$ cat src/rtl/uart_bus_master.sv
// uart_bus_master: UART command bridge that halts the CPU and issues 16-bit bus reads/writes,
// answering each command with ACK/NAK or read data on the transmit side.
module uart_bus_master #(
   parameter int RD_LAT  = 1,
   parameter int TIMEOUT = 50000
) (
   input  logic        i_clk,
   input  logic        i_reset,
   input  logic [7:0]  i_rx_data,
   input  logic        i_rx_valid,
   output logic [7:0]  o_tx_data,
   output logic        o_tx_valid,
   input  logic        i_tx_ready,
   output logic [15:0] o_bus_addr,
   output logic [15:0] o_bus_wdata,
   output logic        o_bus_we,
   output logic        o_bus_en,
   input  logic [15:0] i_bus_rdata,
   output logic        o_cpu_hold,
   input  logic        i_cpu_idle,
   output logic        o_rx_drop
);
   localparam int TW = $clog2(TIMEOUT + 1);
   localparam logic [7:0] ACK = 8'h06, NAK = 8'h15;
   typedef enum logic [2:0] {IDLE, ARGS, WAIT_IDLE, BUS_WR, BUS_RD, RESP} state_t;
   state_t        state_q;
   logic          hold_q, is_wr_q, two_q, tx_valid_q, bus_en_q, bus_we_q, drop_q;
   logic [1:0]    argc_q, cnt_q;
   logic [23:0]   sh_q;
   logic [TW-1:0] tmo_q;
   logic [15:0]   addr_q, wdata_q;
   logic [7:0]    tx_data_q, lo_q;
   logic          last_arg;
   assign last_arg = argc_q == (is_wr_q ? 2'd3 : 2'd1);
   always_ff @(posedge i_clk or posedge i_reset) begin
      if (i_reset) begin
         state_q    <= IDLE;
         hold_q     <= 1'b0;
         is_wr_q    <= 1'b0;
         two_q      <= 1'b0;
         tx_valid_q <= 1'b0;
         bus_en_q   <= 1'b0;
         bus_we_q   <= 1'b0;
         drop_q     <= 1'b0;
         argc_q     <= '0;
         cnt_q      <= '0;
         sh_q       <= '0;
         tmo_q      <= '0;
         addr_q     <= '0;
         wdata_q    <= '0;
         tx_data_q  <= '0;
         lo_q       <= '0;
      end else begin
         drop_q <= i_rx_valid && state_q != IDLE && state_q != ARGS;
         case (state_q)
            IDLE: if (i_rx_valid) begin
               argc_q  <= '0;
               tmo_q   <= '0;
               is_wr_q <= i_rx_data == 8'h57;
               two_q   <= 1'b0;
               if (i_rx_data == 8'h57 || i_rx_data == 8'h52) state_q <= ARGS;
               else if (i_rx_data == 8'h48) begin
                  hold_q  <= 1'b1;
                  state_q <= WAIT_IDLE;
               end else begin
                  if (i_rx_data == 8'h47) hold_q <= 1'b0;
                  tx_data_q  <= i_rx_data == 8'h47 ? ACK : NAK;
                  tx_valid_q <= 1'b1;
                  state_q    <= RESP;
               end
            end
            ARGS: if (i_rx_valid) begin
               sh_q   <= {sh_q[15:0], i_rx_data};
               argc_q <= argc_q + 2'd1;
               tmo_q  <= '0;
               if (last_arg) begin
                  addr_q  <= is_wr_q ? sh_q[23:8] : {sh_q[7:0], i_rx_data};
                  wdata_q <= {sh_q[7:0], i_rx_data};
                  cnt_q   <= '0;
                  if (hold_q && i_cpu_idle) begin
                     bus_en_q <= 1'b1;
                     bus_we_q <= is_wr_q;
                     state_q  <= is_wr_q ? BUS_WR : BUS_RD;
                  end else begin
                     tx_data_q  <= NAK;
                     tx_valid_q <= 1'b1;
                     state_q    <= RESP;
                  end
               end
            end else if (tmo_q == TW'(TIMEOUT - 1)) state_q <= IDLE;
            else tmo_q <= tmo_q + 1'b1;
            WAIT_IDLE: if (i_cpu_idle) begin
               tx_data_q  <= ACK;
               tx_valid_q <= 1'b1;
               state_q    <= RESP;
            end
            BUS_WR: begin
               bus_en_q   <= 1'b0;
               bus_we_q   <= 1'b0;
               tx_data_q  <= ACK;
               tx_valid_q <= 1'b1;
               state_q    <= RESP;
            end
            BUS_RD: if (cnt_q == 2'(RD_LAT)) begin
               bus_en_q   <= 1'b0;
               tx_data_q  <= i_bus_rdata[15:8];
               lo_q       <= i_bus_rdata[7:0];
               two_q      <= 1'b1;
               tx_valid_q <= 1'b1;
               state_q    <= RESP;
            end else cnt_q <= cnt_q + 2'd1;
            RESP: if (tx_valid_q && i_tx_ready) begin
               if (two_q) begin
                  tx_data_q <= lo_q;
                  two_q     <= 1'b0;
               end else begin
                  tx_valid_q <= 1'b0;
                  state_q    <= IDLE;
               end
            end
            default: state_q <= IDLE;
         endcase
      end
   end
   assign o_tx_data   = tx_data_q;
   assign o_tx_valid  = tx_valid_q;
   assign o_bus_addr  = addr_q;
   assign o_bus_wdata = wdata_q;
   assign o_bus_we    = bus_we_q;
   assign o_bus_en    = bus_en_q;
   assign o_cpu_hold  = hold_q;
   assign o_rx_drop   = drop_q;
endmodule

$ cat config.mk
export PLATFORM = sky130hd
export DESIGN_NAME = uart_bus_master
export DESIGN_NICKNAME = d
export VERILOG_FILES = /design/src/rtl/uart_bus_master.sv
export SDC_FILE = /design/constraint.sdc
export NUM_CORES = 1
export LEC_CHECK = 0
export BUFFER_PORTS_ARGS = -buffer_cell sky130_fd_sc_hd__buf_2
export CAP_MARGIN = 20
export CORE_MARGIN = 3
export CORE_UTILIZATION = 50
export DETAILED_ROUTE_END_ITERATION = 8
export PLACE_DENSITY_LB_ADDON = 0.15
export SLEW_MARGIN = 40
export SYNTH_ARGS = -nofsm -noshare
export SYNTH_HDL_FRONTEND = slang
export SYNTH_SLANG_ARGS = --single-unit
$ cat constraint.sdc
create_clock -name i_clk -period 3.35 [get_ports i_clk]
set_clock_uncertainty 0.2 [all_clocks]
set_input_delay 0 -clock i_clk [delete_from_list [all_inputs] [get_ports i_clk]]
set_output_delay 0 -clock i_clk [all_outputs]
set_load 0.005 [all_outputs]
==> impl_metrics.ini, run 1 <==
[timing]
setup_viol = 0
post-route-min-period_ns = 2.58
holdWs_ns = 0.0280
slew_violations = 0
min_period_over_period_pct = 76.9
worstMarginPinSlew_ns = 0.563
rsz0062_at_grt = no
setup_ws_ns = 0.775
tns_ns = 0
slew_headroom_pct = 62.2
max_freq_mhz = 388
hold_violations = 0

[final_layout]
num-fill-cells = 822
final_cell_mix = 102 x dfrtp_1, 95 x nand2_1, 73 x buf_2, 37 x nor2_1, 33 x mux2_2
layout.nets = 595
layout.cells.most_common = dfrtp_1
area_growth_pct = 19.9
final_cells = 697
fin_area_sq_um = 5740
drive_above_1_share_pct = 24.1
diodes = 0

[route]
antenna_left = 0
wl_per_cell_microns = 15.6
first_pass_iters = 4
wl_microns = 10900
avgViaCountPerCell = 5.34
first_iter_violations = 159
vias = 3720
drc_errors = 0

[synthesis]
ys_types = 53
synth_nets = 498
yosysWarnings = 0
ys_async_sr_fraction_pct = 100
syn-instance-count = 467
synth_edf_count = 0
synth_seq_cells = 102
synth_seq_area_share_pct = 53.3
synth_top_area_share_pct = 53.3
synth.avg_cell_area_sq_um = 10.2
synthesis.area_sq_um = 4790
ys.flop_type = dfrtp_1
yosys-top-cells-area = dfrtp_1 53%, mux2_2 7.8%, nand2_1 7.5%
yosysTopAreaCell = dfrtp_1

[critical_path]
critPathMaxFanout = 19
worstSetupEndpoint = lo_q[2]$_DFFE_PP0P_
setup.worst_path.start = state_q[2]$_DFFE_PP0P_
crit_type = register to register
critPathLaunchType = register
critPathCaptureType = register
r2r-start = state_q[2]$_DFFE_PP0P_
timing.rr.end = lo_q[2]$_DFFE_PP0P_
cp.arrival_ns = 2.64
reg2reg_slack_ns = 0.77
cp.required_ns = 3.41
reg2regPathDepth = 4

[cts]
cts_max_level = 3
clk_path_buf_depth = 2
cts-root-buf = clkbuf_8
clock_latency_ns = 0.38
cts_buffers = 9
cts.sinks = 102
postCtsSetupRepairBufs = 0
clk_pin_slew_ns = 0.10
cts_tree = built

[global_routing]
antenna_found_initial = 0
grt_pass1_wl_microns = 18700
first_global_vias = 3755
grt_overflow = 0
track_usage_pct = 21.2
grt_max_degree = 49

[die]
ioPinCount = 74
dieWidth_microns = 104
core_region_area_sq_um = 9280
start_util_pct = 51.5
fp.dieH_microns = 104
die_area_sq_um = 10800
num_rows = 35

[min_path]
hold_path_class = input pin to asynchronous set/reset pin

[place]
dp_slack_ns = 0.817
io_buffers = 73
gp_congestion = 0.850
dp.cells = 654
placed_area_sq_um = 5280
dp_hpwl_microns = 7140

[job]
drv_cap = 0

[pwr]
power_density_nw_per_um2 = 736
p_leak_nw = 2.63
ir_drop_mv = 0.481

[run_status]
outcome = finished, final reports clean
## cell families after synthesis
family | synth area share (%)
simple gates | 19.2
flops | 53.3
compound gates | 10.3
mux | 11.5
buf+inv | 2.74
xor+xnor | 2.38
fa+ha+maj | 0.523
## per-stage QoR
step | util [%] | power [W]
finish | 61.8 | 0.00422
global route | 61.8 | 0.00456
CTS | 61.8 | 0.00426
detailed placement | 56.9 | 0.00349
global placement | 56.9 | 0.00343
floorplan | - | 0.00297
## worst max-delay path, stage by stage (launching register included)
cell      delay [ns]
dfrtp_1         0.67
nand2b_1        0.26
nor2_1          0.48
and2_1          0.45
mux2_2          0.39
## Yosys cell counts, types with 3 or more instances
cell type,count
a211oi_1,3
a21oi_1,19
a22o_1,7
a31oi_1,5
and2_1,7
and3_1,3
buf_1,3
buf_2,9
clkbuf_1,7
dfrtp_1,102
inv_1,5
mux2_2,33
mux2i_1,18
nand2_1,95
nand2b_1,3
nand3_1,11
nand4_1,4
nor2_1,38
nor2b_1,4
nor3_1,10
o21ai_0,20
o22ai_1,3
o31ai_1,4
or3_1,3
xnor2_1,11
## power breakdown
group | leakage, nW | total [W] | switching (W) | internal (W)
clock | 0.0869 | 0.000734 | 0.000439 | 0.000295
sequential | 1.29 | 0.00198 | 0.000320 | 0.00166
combinational | 1.25 | 0.00151 | 0.000774 | 0.000733
## how the worst min path moves through the flow
stage / from / end / slack [ns] / cells after the start
after floorplan: i_rx_data[0] / sh_q[0]$_DFFE_PP0P_ / -0.09 / 2
after global placement: i_reset / o_bus_addr[12]$_DFFE_PP0P_ / -0.11 / 2
after detailed placement: i_reset / o_bus_addr[4]$_DFFE_PP0P_ / -0.11 / 2
after CTS: i_reset / o_bus_addr[12]$_DFFE_PP0P_ / 0.03 / 3
after global routing: i_reset / o_bus_wdata[12]$_DFFE_PP0P_ / 0.07 / 3
final: i_reset / o_bus_addr[12]$_DFFE_PP0P_ / 0.03 / 3
## sequential cells by signal, indices dropped and copies added, names as in the netlist, 2 cells and up
signal	cells
sh_q	24
o_bus_addr	16
o_bus_wdata	16
tmo_q	16
lo_q	8
o_tx_data	8
state_q	3
argc_q	2
cnt_q	2
## layout make-up
| class | instances | area (sq um) | area share (%) |
|---|---|---|---|
| multi-input combinational | 337 | 2110 | 36.7 |
| timing repair buffer | 108 | 711 | 12.4 |
| clock inverter | 5 | 43.8 | 0.763 |
| inverter | 6 | 25.0 | 0.436 |
| clock buffer | 10 | 138 | 2.40 |
| tap | 129 | 161 | 2.81 |
| sequential | 102 | 2550 | 44.5 |
## what timing repair did
| item | 4_1_cts | 5_1_grt |
|---|---|---|
| gates resized for setup | 0 | 0 |
| endpoints found under the hold margin | 94 | 0 |
| hold buffers | 28 | 0 |
## per-layer routing
metal	wire length, microns	vias up	share of wire [%]	global-route usage (%)
li1	-	1820	-	-
met1	5080	1811	47	29.1
met2	5200	75	48	33.9
met3	408	14	3.8	4.92
met4	182	0	1.7	6.17
met5	0	-	0	0
No activity file was read; power rests on OpenSTA's default activity.
==> run 2: changes to the inputs <==
==> constraint.sdc (replaced) <==
create_clock -name i_clk -period 2.1 [get_ports i_clk]
set_clock_uncertainty 0.2 [all_clocks]
set_input_delay 0 -clock i_clk [delete_from_list [all_inputs] [get_ports i_clk]]
set_output_delay 0 -clock i_clk [all_outputs]
set_load 0.005 [all_outputs]
==> run 2 against run 1 <==
  * Maximum frequency increased by 23%
  * Critical path depth rose by 2
  * Setup slack worse by 0.77 ns
  * Via count is 6.1% higher
  * Global-route usage fell by 0.19 points
  * Hold slack better by 0.087 ns
  * Power up 75%
  * First-iteration DRC count is 1.3% lower
  * Combinational power rose by 100%
  * Sequential cell count unchanged
  * Sequential power is 59% higher
  * Register-to-register slack got worse by 0.77 ns
==> impl_metrics.ini, run 2 (synthesis gave the netlist of run 1 again) <==
[final_layout]
layout.cells.most_common = dfrtp_1
diodes = 0
area_growth_pct = 30.4
layout.nets = 630
drive_above_1_share_pct = 30.3
largest_reg_flops = 24
final_cells = 732
final_cell_mix = 99 x dfrtp_1, 95 x nand2_1, 74 x buf_2, 35 x nor2_1, 28 x dlygate4sd3_1
max_flop_register = sh_q
fin_area_sq_um = 6240
fin_util_pct = 67.2
num-fill-cells = 738

[timing]
slew_violations = 0
setup_viol = 0
slew_headroom_pct = 65.6
rsz0062_at_grt = yes
max_freq_mhz = 477
hold_violations = 0
worstMarginPinSlew_ns = 0.516
post-route-min-period_ns = 2.10
setup_ws_ns = 0.00305
min_period_over_period_pct = 99.9

[place]
io_buffers = 73
placed_area_sq_um = 5490
dp_slack_ns = -0.155
dp.cells = 677
gp_congestion = 0.835
dp_hpwl_microns = 7260

[die]
dieWidth_microns = 104
fp.dieH_microns = 104
die_area_sq_um = 10800
core_region_area_sq_um = 9280
ioPinCount = 74
num_rows = 35
start_util_pct = 51.5

[global_routing]
grt_overflow = 0
grt_pass1_wl_microns = 18600
first_global_vias = 3833
grt_max_degree = 103
antenna_found_initial = 0
track_usage_pct = 21.1

[cts]
cts.sinks = 102
cts_buffers = 9
cts-root-buf = clkbuf_8
clock_latency_ns = 0.37
cts_max_level = 3
clk_path_buf_depth = 2
clk_pin_slew_ns = 0.10
cts_tree = built

[route]
vias = 3948
antenna_left = 0
drc_errors = 0
avgViaCountPerCell = 5.39
wl_microns = 11400
wl_per_cell_microns = 15.6
first_pass_iters = 5
first_iter_violations = 157

[critical_path]
critPathMaxFanout = 8
critPathLaunchType = register
r2r-start = state_q[2]$_DFFE_PP0P_
cp.required_ns = 2.16
reg2regPathDepth = 6
critPathCaptureType = register
setup.worst_path.start = state_q[2]$_DFFE_PP0P_
cp.arrival_ns = 2.16
crit_type = register to register

[pwr]
swShare_pct = 35.4
finalPower_w = 0.00739
ir_drop_mv = 0.755
p_switching_w = 0.00262
pwr-share-clk_pct = 15.9
sequentialPowerShare_pct = 42.7
p_leak_nw = 2.88
p_int_w = 0.00477
p_comb_share_pct = 41.4
power_density_nw_per_um2 = 1180

[min_path]
hold_path_class = input pin to asynchronous set/reset pin

[job]
drv_cap = 0

[run_status]
outcome = finished, final reports clean
[run 2: layout make-up]
type	instances	area [sq um]	area share, %
multi-input cells	337	2220	35.5
clock inverters	5	43.8	0.702
flip-flops and latches	102	2560	41.0
well taps	129	161	2.59
clock buffers	10	138	2.21
repair buffers	143	1100	17.6
inverters	6	26.3	0.421
[run 2: path summary, 6_finish.rpt]
kind                                                    to  slack (ns)
min in group i_clk                     lo_q[2]$_DFFE_PP0P_        0.19
max in group asynchronous           state_q[1]$_DFFE_PP0P_        1.19
worst min-delay path            o_bus_addr[12]$_DFFE_PP0P_        0.12
worst max register to register  o_bus_wdata[4]$_DFFE_PP0P_       0.003
worst min register to register        sh_q[21]$_DFFE_PP0P_        0.29
worst max-delay path            o_bus_wdata[4]$_DFFE_PP0P_       0.003
[run 2: power by group through the flow]
stage	Combinational (W)	Sequential [W]	Clock, W
finish	0.00306	0.00315	0.00117
global route	0.00340	0.00324	0.00129
CTS	0.00286	0.00312	0.00122
detailed placement	0.00269	0.00316	0
global placement	0.00260	0.00314	0
floorplan	0.00168	0.00307	0
[run 2: what timing repair did]
action / 4_1_cts / 5_1_grt
endpoints found under the setup margin: 8 / 34
hold buffers: 28 / 0
hold endpoints to repair: 152 / 0
buffers inserted: 3 / 6
resized for setup: 7 / 30
pin swaps: 2 / 3
gates cloned: 0 / 3
[run 2: metrics by stage]
step | hold WS, ns | TNS [ns]
2_1_floorplan | -0.0946 | 0
3_3_place_gp | 0.000513 | -0.578
3_5_place_dp | 0.00379 | -1.17
4_1_cts | 0.136 | 0
5_1_grt | 0.162 | -0.583
6_report | 0.115 | 0
[run 2: routing by layer]
| metal | global-route usage (%) | vias to the layer above | wire (microns) |
|---|---|---|---|
| li1 | - | 1892 | - |
| met1 | 27.1 | 1948 | 5090 |
| met2 | 35.5 | 95 | 5690 |
| met3 | 4.92 | 13 | 502 |
| met4 | 6.36 | 0 | 129 |
| met5 | 0 | - | 0 |
[run 2: worst max-delay path, cell delays in order, from the launching register on]
cell       delay [ns]
dfrtp_2          0.42
buf_6            0.13
or3b_4           0.37
buf_6            0.13
nor2_4           0.20
clkbuf_16        0.23
mux2_4           0.30
==> run 3: changes to the inputs <==
--- a/config.mk
+++ b/config.mk
@@ -7,8 +7,9 @@
 export LEC_CHECK = 0
 export BUFFER_PORTS_ARGS = -buffer_cell sky130_fd_sc_hd__buf_2
 export CAP_MARGIN = 20
+export CORE_ASPECT_RATIO = 0.5
 export CORE_MARGIN = 3
-export CORE_UTILIZATION = 50
+export CORE_UTILIZATION = 51
 export DETAILED_ROUTE_END_ITERATION = 8
 export PLACE_DENSITY_LB_ADDON = 0.15
 export SLEW_MARGIN = 40
==> run 3 against run 2 <==
  * Maximum frequency increased by 1.7%
  * Register-to-register slack improved by 0.04 ns
  * Design area is 1.6% lower
  * Core utilization rose by 1.7 points
  * Sequential power about the same
  * Power is 3.8% higher
  * Non-clock buffer count fell by 7
  * Routed wire length is 0.18% higher
  * Largest cell class unchanged
  * Critical path depth is the same
  * Cell count fell by 2.5%
  * Critical path type unchanged
  * Die area shrank 1.2%
==> impl_metrics.ini, run 3 (synthesis gave the netlist of run 1 again) <==
[run_status]
outcome = finished, final reports clean

[timing]
post-route-min-period_ns = 2.06
setup_viol = 0
worstMarginPinSlew_ns = 0.656
max_freq_mhz = 485
slew_headroom_pct = 56.2
hold_violations = 0
min_period_over_period_pct = 98.2
slew_violations = 0

[route]
wl_microns = 11400
wl_per_cell_microns = 16.0
drc_errors = 0
avgViaCountPerCell = 5.44
antenna_left = 0
first_pass_iters = 4
first_iter_violations = 214
vias = 3884

[critical_path]
cp_num_buf_inv = 1
reg2regPathDepth = 6
critPathLaunchType = register
r2r-start = state_q[2]$_DFFE_PP0P_
cp.arrival_ns = 2.09
critPathTopFamily = simple AND/OR/NAND/NOR gates
reg2reg_slack_ns = 0.04
path_depth = 6
crit_slowest_cell = dfrtp_2
critPathCaptureType = register
setup.worst_path.start = state_q[2]$_DFFE_PP0P_
timing.rr.end = o_tx_data[7]$_DFFE_PP0P_
crit_type = register to register
critPathMaxFanout = 10
cp.required_ns = 2.13
cpPeakStageDelay_ns = 0.48
path_cells = and2_1, a41oi_2, nand4_2, nor3_4, buf_12, mux2_2

[place]
dp_hpwl_microns = 7440
io_buffers = 73
gp_congestion = 0.811
dp.cells = 665

[die]
fp.dieH_microns = 74.5
num_rows = 24
start_util_pct = 53.7
ioPinCount = 74
dieWidth_microns = 143
core_region_area_sq_um = 8920
die_area_sq_um = 10700

[cts]
cts.sinks = 102
cts_buffers = 9
cts-root-buf = clkbuf_16
cts_max_level = 3
clock_latency_ns = 0.35
cts_tree = built
clk_pin_slew_ns = 0.08
clk_path_buf_depth = 2

[global_routing]
grt_pass1_wl_microns = 18700
antenna_found_initial = 0
first_global_vias = 3746
grt_max_degree = 49
grt_overflow = 0
track_usage_pct = 22.4

[pwr]
pwr-share-clk_pct = 21.8
ir_drop_mv = 0.622
p_comb_share_pct = 37.4
p_switching_w = 0.00266
swShare_pct = 34.7
p_leak_nw = 2.84
p_int_w = 0.00501
power_density_nw_per_um2 = 1250
sequentialPowerShare_pct = 40.8

[final_layout]
layout.cells.most_common = dfrtp_1
final_cells = 714
final_cell_mix = 100 x dfrtp_1, 95 x nand2_1, 73 x buf_2, 35 x nor2_1, 33 x mux2_2
area_growth_pct = 28.4
diodes = 0
fin_util_pct = 68.9
max_flop_register = sh_q
drive_above_1_share_pct = 29.0
largest_reg_flops = 24
layout.nets = 623

[min_path]
hold_path_class = input pin to asynchronous set/reset pin

[job]
drv_cap = 0
run 3: cell count changes in the layout (fill, tap and decap cells not counted), sizes merged:
cell      previous run  this run
inv                  7        10
buf                113       108
clkinvlp             3         1
clkbuf              12        10
run 3: how the worst max path moves through the flow:
stage / end
after floorplan: o_tx_data[0]$_DFFE_PP0P_
after global placement: o_tx_data[7]$_DFFE_PP0P_
after detailed placement: o_tx_data[7]$_DFFE_PP0P_
after CTS: o_tx_data[7]$_DFFE_PP0P_
after global routing: o_tx_data[7]$_DFFE_PP0P_
final: o_tx_data[7]$_DFFE_PP0P_
run 3: per-stage QoR:
step / total power (W) / setup TNS, ns / setup slack [ns] / hold WS (ns) / instance area (sq um)
floorplan: 0.00474 / 0 / 0.0924 / -0.0946 / 4790
global placement: 0.00577 / -0.152 / -0.0203 / -0.0821 / 5490
detailed placement: 0.00585 / -0.698 / -0.105 / -0.0802 / 5490
CTS: 0.00765 / 0 / 0.00280 / 0.0940 / 6090
global route: 0.00822 / -0.0927 / -0.0224 / 0.119 / 6140
finish: 0.00767 / 0 / 0.0386 / 0.0887 / 6140
run 3: worst reg2reg max path: cells and delay by family (launching register included):
family	cells	cell delay, ns
buffers and inverters	1	0.15
DFF	1	0.48
AOI/OAI and AO/OA	1	0.17
and+or+nand+nor	3	0.61
muxes	1	0.34
run 3: routing by layer:
| layer | share of wire [%] | vias up | global-route usage, % | routed length (microns) |
|---|---|---|---|---|
| li1 | - | 1886 | - | - |
| met3 | 4.8 | 15 | 5.72 | 552 |
| met5 | 0 | - | 0 | 0 |
| met4 | 1.3 | 0 | 6.32 | 143 |
| met2 | 46 | 74 | 35.2 | 5270 |
| met1 | 48 | 1909 | 31.5 | 5470 |
run 3: final cells by class:
cell class,count,area [sq um]
Clock buffer,10,239
Clock inverter,6,57.6
Fill cell,687,2780
Inverter,6,26.3
Multi-Input combinational cell,337,2130
Sequential cell,102,2550
Tap cell,117,146
Timing Repair Buffer,136,987
run 3: repair_timing:
item                                    4_1_cts  5_1_grt
pin swaps                                     1        2
endpoints found under the hold margin       133        0
gates resized for setup                       1        7
hold buffers                                 28        0
cloned                                        0        0
endpoints found under the setup margin        8       15
buffers inserted                              1        4
run 3: power by group through the flow:
stage / combinational [W] / sequential (W) / clock [W]
after floorplan: 0.00168 / 0.00307 / 0
after CTS: 0.00283 / 0.00312 / 0.00171
after global placement: 0.00263 / 0.00313 / 0
after global routing: 0.00320 / 0.00322 / 0.00179
final: 0.00287 / 0.00313 / 0.00167
after detailed placement: 0.00271 / 0.00314 / 0
